[config.mk]
export PLATFORM = sky130hd
export DESIGN_NAME = hedios_tx_arbiter_flat
export DESIGN_NICKNAME = d
export VERILOG_FILES = /design/src/rtl/hedios_tx_arbiter_if.sv /design/src/rtl/hedios_tx_arbiter.sv /design/src/flat_wrapper.sv
export SDC_FILE = /design/constraint.sdc
export NUM_CORES = 1
export LEC_CHECK = 0
export BUFFER_PORTS_ARGS = -buffer_cell sky130_fd_sc_hd__buf_4
export CAP_MARGIN = 10
export CORE_MARGIN = 1
export CORE_UTILIZATION = 35
export CTS_CLUSTER_DIAMETER = 40
export CTS_CLUSTER_SIZE = 8
export DETAILED_ROUTE_END_ITERATION = 7
export PLACE_DENSITY = 0.68
export SLEW_MARGIN = 40
export SYNTH_ARGS = -nofsm -noshare
export SYNTH_HDL_FRONTEND = slang
export SYNTH_SLANG_ARGS = --single-unit
[constraint.sdc]
create_clock -name clk -period 3.16 [get_ports clk]
set_input_delay 0.158 -clock clk [delete_from_list [all_inputs] [get_ports clk]]
set_output_delay 0.158 -clock clk [all_outputs]
set_load 0.1 [all_outputs]
[src/rtl/hedios_tx_arbiter_if.sv]
// rtl/hedios_tx_arbiter_if.sv - requester/TX-queue bundle for the Hedios TX arbiter
//
// Purpose: groups the requester side (req, req_command, req_data, req_ack)
// and the TX queue side (tx_full, tx_command, tx_data, tx_push_packet) plus
// the busy/grant_id status of hedios_tx_arbiter.
// Modports:
//   master - the arbiter: samples requests and tx_full, drives acks, TX
//            packet fields, push strobe and status.
//   slave  - the environment: drives requests and tx_full, observes the rest.
// Parameter REQ_COUNT must match the arbiter instance (1..8).

interface hedios_tx_arbiter_if #(
  parameter int REQ_COUNT = 4
);

  logic [REQ_COUNT-1:0]    req;
  logic [REQ_COUNT*8-1:0]  req_command;
  logic [REQ_COUNT*32-1:0] req_data;
  logic [REQ_COUNT-1:0]    req_ack;
  logic                    tx_full;
  logic [7:0]              tx_command;
  logic [31:0]             tx_data;
  logic                    tx_push_packet;
  logic                    busy;
  logic [2:0]              grant_id;

  modport master (
    input  req, req_command, req_data, tx_full,
    output req_ack, tx_command, tx_data, tx_push_packet, busy, grant_id
  );

  modport slave (
    output req, req_command, req_data, tx_full,
    input  req_ack, tx_command, tx_data, tx_push_packet, busy, grant_id
  );

endinterface

[src/rtl/hedios_tx_arbiter.sv]
// rtl/hedios_tx_arbiter.sv - round-robin arbiter feeding the Hedios serial TX queue
//
// Purpose: picks one of REQ_COUNT requesters, latches its command/data and
// pushes it into the TX queue with a one-cycle push strobe and a matching
// one-cycle acknowledge back to the requester.
// Ports:
//   clk    - rising-edge clock
//   rst_n  - asynchronous active-low reset
//   bus    - hedios_tx_arbiter_if.master (requests, acks, TX packet, status)
// Optional feature: define HEDIOS_TX_ARB_PRIO0_EN to give requester 0 strict
// priority over a round-robin among the others.

module hedios_tx_arbiter #(
  parameter int REQ_COUNT = 4
) (
  input  logic                clk,
  input  logic                rst_n,
  hedios_tx_arbiter_if.master bus
);

  typedef enum logic [1:0] {
    IDLE       = 2'd0,
    LATCH_DONE = 2'd1,
    PUSH       = 2'd2,
    GAP        = 2'd3
  } state_t;

  state_t                state_q, state_d;
  logic [7:0]            tx_command_q, tx_command_d;
  logic [31:0]           tx_data_q, tx_data_d;
  logic                  tx_push_q, tx_push_d;
  logic [REQ_COUNT-1:0]  req_ack_q, req_ack_d;
  logic [2:0]            grant_id_q, grant_id_d;
  logic [2:0]            last_grant_q, last_grant_d;

  // Arbitration
  logic [7:0]  req_ext;
  logic [3:0]  idx;
  logic        rr_found;
  logic [2:0]  rr_winner;
  logic        prio0_win;
  logic [2:0]  winner;
  logic [7:0]  sel_command;
  logic [31:0] sel_data;

  always_comb begin
    req_ext                  = '0;
    req_ext[REQ_COUNT-1:0]   = bus.req;
    idx                      = '0;
    rr_found                 = 1'b0;
    rr_winner                = '0;
    // Scan starting one past the last latched requester; a single wrap
    // subtraction suffices because last_grant+1+i < 2*REQ_COUNT.
    for (int i = 0; i < REQ_COUNT; i++) begin
      idx = {1'b0, last_grant_q} + 4'd1 + 4'(i);
      if (idx >= 4'(REQ_COUNT)) begin
        idx = idx - 4'(REQ_COUNT);
      end
      if (!rr_found && req_ext[idx[2:0]]) begin
        rr_found  = 1'b1;
        rr_winner = idx[2:0];
      end
    end
`ifdef HEDIOS_TX_ARB_PRIO0_EN
    prio0_win = bus.req[0];
`else
    prio0_win = 1'b0;
`endif
    winner      = prio0_win ? 3'd0 : rr_winner;
    sel_command = bus.req_command[{winner, 3'b000} +: 8];
    sel_data    = bus.req_data[{winner, 5'b00000} +: 32];
  end

  // Next-state and output logic
  always_comb begin
    state_d      = state_q;
    tx_command_d = tx_command_q;
    tx_data_d    = tx_data_q;
    tx_push_d    = 1'b0;
    req_ack_d    = '0;
    grant_id_d   = grant_id_q;
    last_grant_d = last_grant_q;

    case (state_q)
      IDLE: begin
        if (|bus.req) begin
          tx_command_d = sel_command;
          tx_data_d    = sel_data;
          grant_id_d   = winner;
          // A strict-priority win by requester 0 leaves the rotation alone.
          if (!prio0_win) begin
            last_grant_d = winner;
          end
          state_d = PUSH;
        end
      end
      PUSH: begin
        if (!bus.tx_full) begin
          tx_push_d = 1'b1;
          for (int k = 0; k < REQ_COUNT; k++) begin
            req_ack_d[k] = (grant_id_q == 3'(k));
          end
          state_d = GAP;
        end
      end
      GAP: begin
        // Push/ack strobes are visible during this cycle; the packet fields
        // are cleared as the arbiter returns to IDLE.
        tx_command_d = '0;
        tx_data_d    = '0;
        state_d      = IDLE;
      end
      default: begin
        tx_command_d = '0;
        tx_data_d    = '0;
        state_d      = IDLE;
      end
    endcase
  end

  always_ff @(posedge clk or negedge rst_n) begin
    if (!rst_n) begin
      state_q      <= IDLE;
      tx_command_q <= '0;
      tx_data_q    <= '0;
      tx_push_q    <= 1'b0;
      req_ack_q    <= '0;
      grant_id_q   <= '0;
      last_grant_q <= 3'(REQ_COUNT - 1);
    end else begin
      state_q      <= state_d;
      tx_command_q <= tx_command_d;
      tx_data_q    <= tx_data_d;
      tx_push_q    <= tx_push_d;
      req_ack_q    <= req_ack_d;
      grant_id_q   <= grant_id_d;
      last_grant_q <= last_grant_d;
    end
  end

  assign bus.tx_command     = tx_command_q;
  assign bus.tx_data        = tx_data_q;
  assign bus.tx_push_packet = tx_push_q;
  assign bus.req_ack        = req_ack_q;
  assign bus.grant_id       = grant_id_q;
  assign bus.busy           = (state_q != IDLE);

endmodule

[src/flat_wrapper.sv]
// flat-port wrapper written by rule: the top's interface ports become plain ports
module hedios_tx_arbiter_flat 
#(
  parameter int REQ_COUNT = 4
)
  (clk, rst_n, bus_req, bus_req_command, bus_req_data, bus_tx_full, bus_req_ack, bus_tx_command, bus_tx_data, bus_tx_push_packet, bus_busy, bus_grant_id);
  hedios_tx_arbiter_if #(.REQ_COUNT(REQ_COUNT)) bus_i ();
  input  logic clk;
  input  logic rst_n;
  input wire logic [$bits(bus_i.req)-1:0] bus_req;
  input wire logic [$bits(bus_i.req_command)-1:0] bus_req_command;
  input wire logic [$bits(bus_i.req_data)-1:0] bus_req_data;
  input wire logic [$bits(bus_i.tx_full)-1:0] bus_tx_full;
  output wire logic [$bits(bus_i.req_ack)-1:0] bus_req_ack;
  output wire logic [$bits(bus_i.tx_command)-1:0] bus_tx_command;
  output wire logic [$bits(bus_i.tx_data)-1:0] bus_tx_data;
  output wire logic [$bits(bus_i.tx_push_packet)-1:0] bus_tx_push_packet;
  output wire logic [$bits(bus_i.busy)-1:0] bus_busy;
  output wire logic [$bits(bus_i.grant_id)-1:0] bus_grant_id;
  assign bus_i.req = bus_req;
  assign bus_i.req_command = bus_req_command;
  assign bus_i.req_data = bus_req_data;
  assign bus_i.tx_full = bus_tx_full;
  assign bus_req_ack = bus_i.req_ack;
  assign bus_tx_command = bus_i.tx_command;
  assign bus_tx_data = bus_i.tx_data;
  assign bus_tx_push_packet = bus_i.tx_push_packet;
  assign bus_busy = bus_i.busy;
  assign bus_grant_id = bus_i.grant_id;
  hedios_tx_arbiter #(.REQ_COUNT(REQ_COUNT)) u_core (.clk(clk), .rst_n(rst_n), .bus(bus_i));
endmodule
**Word level (Yosys, flattened, before mapping)**

Cells that the tools add are included.

- Register bits: 53
- Bits of input ports: 167
- Output and inout port bits: 49
- Logic and storage cells: 75

- $add $sub $neg: 8
- $lt $le $gt $ge: 8
- Equal/unequal tests: 6
- Shift-type cells: 2
- Muxes and demuxes: 30
- Bitwise operators: 1
- Reductions and logical operators: 13

Operators with widths:

| cell | number |
|---|---|
| 128-bit by 9-bit indexed part select with 32-bit output | 1 |
| 32-bit case mux with 2 select lines | 1 |
| 32-bit two-way mux | 1 |
| 32-bit by 7-bit indexed part select with 8-bit output | 1 |
| 3-bit two-way mux | 8 |
| 4-bit by 3-bit >= comparator with 1-bit output (second input constant) | 4 |
| 3-bit by 4-bit less-than comparator with 1-bit output (second input constant) | 4 |
| 8-bit case mux with 2 select lines | 1 |
| 1-bit binary-select mux with 3-bit select | 4 |
| 3-bit subtractor (second input constant) | 4 |
| 1-bit two-way mux | 9 |
| 4-bit by 2-bit adder with 4-bit output (second input constant) | 2 |
| 4-bit two-way mux | 2 |
| 8-bit two-way mux | 1 |
| 3-bit by 2-bit == test with 1-bit output (second input constant) | 2 |
| 2-bit AND reduction | 3 |
| 3-bit by 1-bit adder with 4-bit output (second input constant) | 1 |
| 4-bit by 1-bit adder with 4-bit output (second input constant) | 1 |
| 2-bit two-way mux | 2 |
| 2-bit case mux with 2 select lines | 1 |
| 4-bit OR reduction | 1 |
| 3-bit by 1-bit == test with 1-bit output (second input constant) | 1 |
| 1-bit logical AND | 3 |
| 1-bit logical NOT | 3 |
| other kinds (7) | 7 |

**Logic depth before layout (Yosys ltp)**

- Depth in word-level cells: 18
- Mapped depth: 15
- Gate-level depth less buffers: 10

**Worst setup path before layout**

Ideal clock, no wire load.

- Path kind: register to register
- From: register u_core.last_grant_q[0]
- To: register u_core.tx_data_q[17], in the netlist u_core.bus.tx_data[17]
- Library setup time: 0.145 ns
- Arrival: 3.336 ns
- Slack: -0.321 ns
- Stages on the path, launching flop included: 16
- Buffers on the path: 5
- Clock period less this slack: 3.481 ns
- Cells stage by stage: dfstp_2 buf_2 buf_4 inv_1 ha_1 buf_2 inv_1 ha_1 xnor2_1 o21ai_1 nor3_1 or4_1 buf_2 buf_6 a211oi_2 o31ai_2

- Cells in the longest elaborated chain, start to end: 18
- Elaborated cells on any way between the ends: 40

Ends and longest elaborated chain:

| element | line | RTL |
|---|---|---|
| start, declared | hedios_tx_arbiter.sv:34 | `logic [2:0] last_grant_q, last_grant_d;` |
| start signal, assigned | hedios_tx_arbiter.sv:129 | `last_grant_q <= 3'(REQ_COUNT - 1);` |
| start signal, assigned | hedios_tx_arbiter.sv:137 | `last_grant_q <= last_grant_d;` |
| 3-bit by 1-bit adder with 4-bit output * | hedios_tx_arbiter.sv:55 | `idx = {1'b0, last_grant_q} + 4'd1 + 4'(i);` |
| branches (longest 13 deep; another with 4-bit by 1-bit adder with 4-bit output) | n/a |  |
| 3-bit two-way mux * | hedios_tx_arbiter.sv:59 | `if (!rr_found && req_ext[idx[2:0]]) begin` |
| 128-bit by 9-bit indexed part select with 32-bit output * | hedios_tx_arbiter.sv:71 | `sel_data = bus.req_data[{winner, 5'b00000} +: 32];` |
| 32-bit two-way mux * | hedios_tx_arbiter.sv:86 | `if (\|bus.req) begin` |
| 32-bit case mux with 2 select lines * | hedios_tx_arbiter.sv:84 | `case (state_q)` |
| end signal, assigned | hedios_tx_arbiter.sv:133 | `tx_data_q <= tx_data_d;` |
| end, declared | hedios_tx_arbiter.sv:30 | `logic [31:0] tx_data_q, tx_data_d;` |

Mark *: on every way between the ends. The select of a mux whose other input is x is not followed.
A chain may end at the register's enable or synchronous reset.

**Final worst setup path**

- From: register u_core.last_grant_q[0]
- To: register u_core.tx_data_q[9], in the netlist u_core.bus.tx_data[9]

Same word-level chain as after synthesis.

==> results by group <==
Detailed routing
  • Vias per cell: 5.499
  • Detailed Route WL: 14030 um
  • DRT antenna net count: 0
  • DR pass1 iterations: 4
  • DR DRC count: 0
  • Via count: 4278
  • Avg WL per Cell: 18.03 um
  • 1st-iter DRT viols: 242

Outcome
  • Status: finished, final reports clean

Global routing
  • Antenna violations before repair: 0
  • Met1 Use GR: 0.2551
  • Met3 usage: 0.04149
  • Vias in the first global route: 4047
  • Gr ovfl total: 0
  • Largest net degree at the start of global routing: 65
  • Gr usage total: 0.2076
  • First-pass GRT wire length: 19550 um
  • M2 GR Usage: 0.3656
  • GRT Max-Usage Layer: met2

Logic synthesis
  • Largest cells by area after synthesis: dfrtp_1 31%, a211oi_2 13%, and3_1 13%
  • Seq/Total Area, Yosys: 0.3199
  • Syn_area_per_cell: 9.726 um2
  • Synth warn: 0
  • Post-synth EDFFs: 0
  • Dominant synthesized flop cell: dfrtp_1
  • Synth cell types: 50
  • Cell Area, Synth: 4075 um2
  • Synthesized flop and latch total: 52
  • Synth Net Count: 591
  • Post-synth top area cell: dfrtp_1
  • Share of flip-flops with an asynchronous set or reset: 1.000
  • Synth top area share: 0.3070
  • Cells after synthesis: 419
  • Count leader, synth: and3_1
  • Post-synth top cells: 82 x and3_1, 50 x dfrtp_1, 47 x nand2_1

Timing
  • Final Max Slew Viols: 0
  • Slew HR: 0.5035
  • Fmax: 326.8 MHz
  • RSZ-0062 raised after global routing: true
  • Worst slew pin tran: 0.7430 ns
  • Clk_skew: 0.004575 ns
  • # setup viols final: 0
  • Fin crit share: 0.9683
  • Hold Fails Final Rpt: 0
  • Post-route setup slack: 0.1003 ns
  • Final min period: 3.060 ns
  • Hold slack: 0.1875 ns

Finish
  • Share of cells above drive strength 1: 0.5701
  • Number of diodes: 0
  • Area Growth Syn to Fin: 58.61%
  • Fin util: 0.5685
  • Post-route non-filler standard cell count: 778
  • Final nets: 806

CTS
  • Root buffer cell: clkbuf_16
  • Worst skew pair latency: 0.29 ns
  • CTS H-tree lvls: 2
  • CTS Buf Count: 5
  • Clk slew on worst S/H paths: 0.07 ns
  • CTS tree: done
  • TritonCTS Sinks: 52
  • Clock Path Buffers: 2

Floorplanning
  • Core area: 11370 um2
  • Die ar.: 12080 um2
  • IO Count: 216
  • Die Ht: 109.9 um
  • Std cell rows: 39
  • Die width: 109.9 um
  • Initial Utilization: 0.3584

Place
  • GPL Wtd Cong: 0.8393
  • Inst Count DP: 761
  • Worst slack, placed: -0.06983 ns
  • Port bufs: 215
  • Final HPWL DP: 9610 um

Setup path
  • Crit path kind: reg2reg
  • CP endpoint kind: flop
  • Startpoint types: flop
  • Crit path DAT: 3.21 ns
  • Critical path peak fanout: 23
  • CP required: 3.31 ns

Min path
  • Worst min-delay path class: in2reg

Flow run
  • Maxcap violations: 0
## placed cells by master (no fill, tap or decap), types with 4 or more instances in the layout
master,synthesis,routed
clkbuf_16,0,9
a211oi_1,39,30
a211oi_2,41,50
a21oi_1,5,5
buf_12,0,7
inv_1,6,4
nand2_1,47,47
o31ai_2,20,20
nor2_1,8,7
o31ai_1,21,21
dfrtp_1,50,50
and3_1,82,82
buf_4,5,242
## layout make-up
cell class	instances	area [um2]
Sequential cell	52	1304
Fill cell	1017	4906
Tap cell	143	178.9
Timing Repair Buffer	256	2106
Clock buffer	5	125.1
Multi-Input combinational cell	313	2635
Inverter	6	25.02
Clock inverter	3	90.09
## metrics by stage
stage | setup TNS, ns | cell area (um2)
2_1_floorplan | 0 | 4129
6_report | 0 | 6464
3_3_place_gp | 0 | 5982
4_1_cts | 0 | 6265
3_5_place_dp | -1.289 | 5982
5_1_grt | -0.1261 | 6464
## worst max-delay path, stage by stage (launching register included)
cell	delay (ns)
dfstp_2	0.58
ha_4	0.18
xor2_1	0.15
buf_4	0.17
ha_1	0.18
nand2_1	0.10
o211ai_1	0.19
buf_4	0.16
o2111a_1	0.22
a31oi_4	0.14
buf_4	0.25
and3_1	0.22
a211oi_1	0.25
o31ai_1	0.12
## cells by family (layout without fill, tap and decap cells)
family / Yosys count / count (layout) / share of synthesized area
multiplexers: 8 / 8 / 0.02671
flip-flops: 52 / 52 / 0.3199
AND/OR/NAND/NOR: 153 / 153 / 0.2045
adder cells (fa/ha/maj): 5 / 5 / 0.01535
XOR/XNOR: 5 / 5 / 0.01750
buffers and inverters: 54 / 270 / 0.06878
AO/OA/AOI/OAI: 142 / 142 / 0.3473
## final timing paths
path                                                         to  cells past startpoint  slack (ns)                                  from
max reg2reg                   u_core.bus.tx_data[9]$_DFFE_PN0P_                     13        0.10    u_core.last_grant_q[0]$_DFFE_PN1P_
min in group asynchronous     u_core.bus.tx_data[0]$_DFFE_PN0P_                      2        0.44                                 rst_n
max                           u_core.bus.tx_data[9]$_DFFE_PN0P_                     13        0.10    u_core.last_grant_q[0]$_DFFE_PN1P_
min reg2reg                u_core.bus.tx_command[6]$_DFFE_PN0P_                      2        0.48  u_core.bus.tx_command[6]$_DFFE_PN0P_
min                          u_core.bus.tx_data[27]$_DFFE_PN0P_                      3        0.19                      bus_req_data[91]
max in group asynchronous    u_core.bus.tx_data[12]$_DFFE_PN0P_                      2        2.27                                 rst_n
## timing repair
| action | CTS | global route |
|---|---|---|
| gates cloned | 0 | 4 |
| pin swaps | 2 | 1 |
| buffers inserted | 3 | 1 |
| hold buffers | 1 | 0 |
| endpoints found under the setup margin | 40 | 40 |
| endpoints found under the hold margin | 50 | 0 |
| gates resized for setup | 7 | 16 |
## routing by layer
metal,part of all wire,vias to the layer above
li1,-,2040
met1,0.42,2056
met2,0.50,167
met3,0.069,15
met4,0.017,0
met5,0,-
## sequential cells by signal, indices dropped and copies added, names as in the netlist
name and flops:
u_core.bus.tx_push_packet 1, u_core.bus.tx_command 8, u_core.bus.tx_data 32, u_core.state_q 2, u_core.bus.req_ack 4, u_core.last_grant_q 3
u_core.bus.grant_id 2
Power is not shown: default switching activity piles up to over one toggle a cycle in this logic, so the estimate is an artifact.
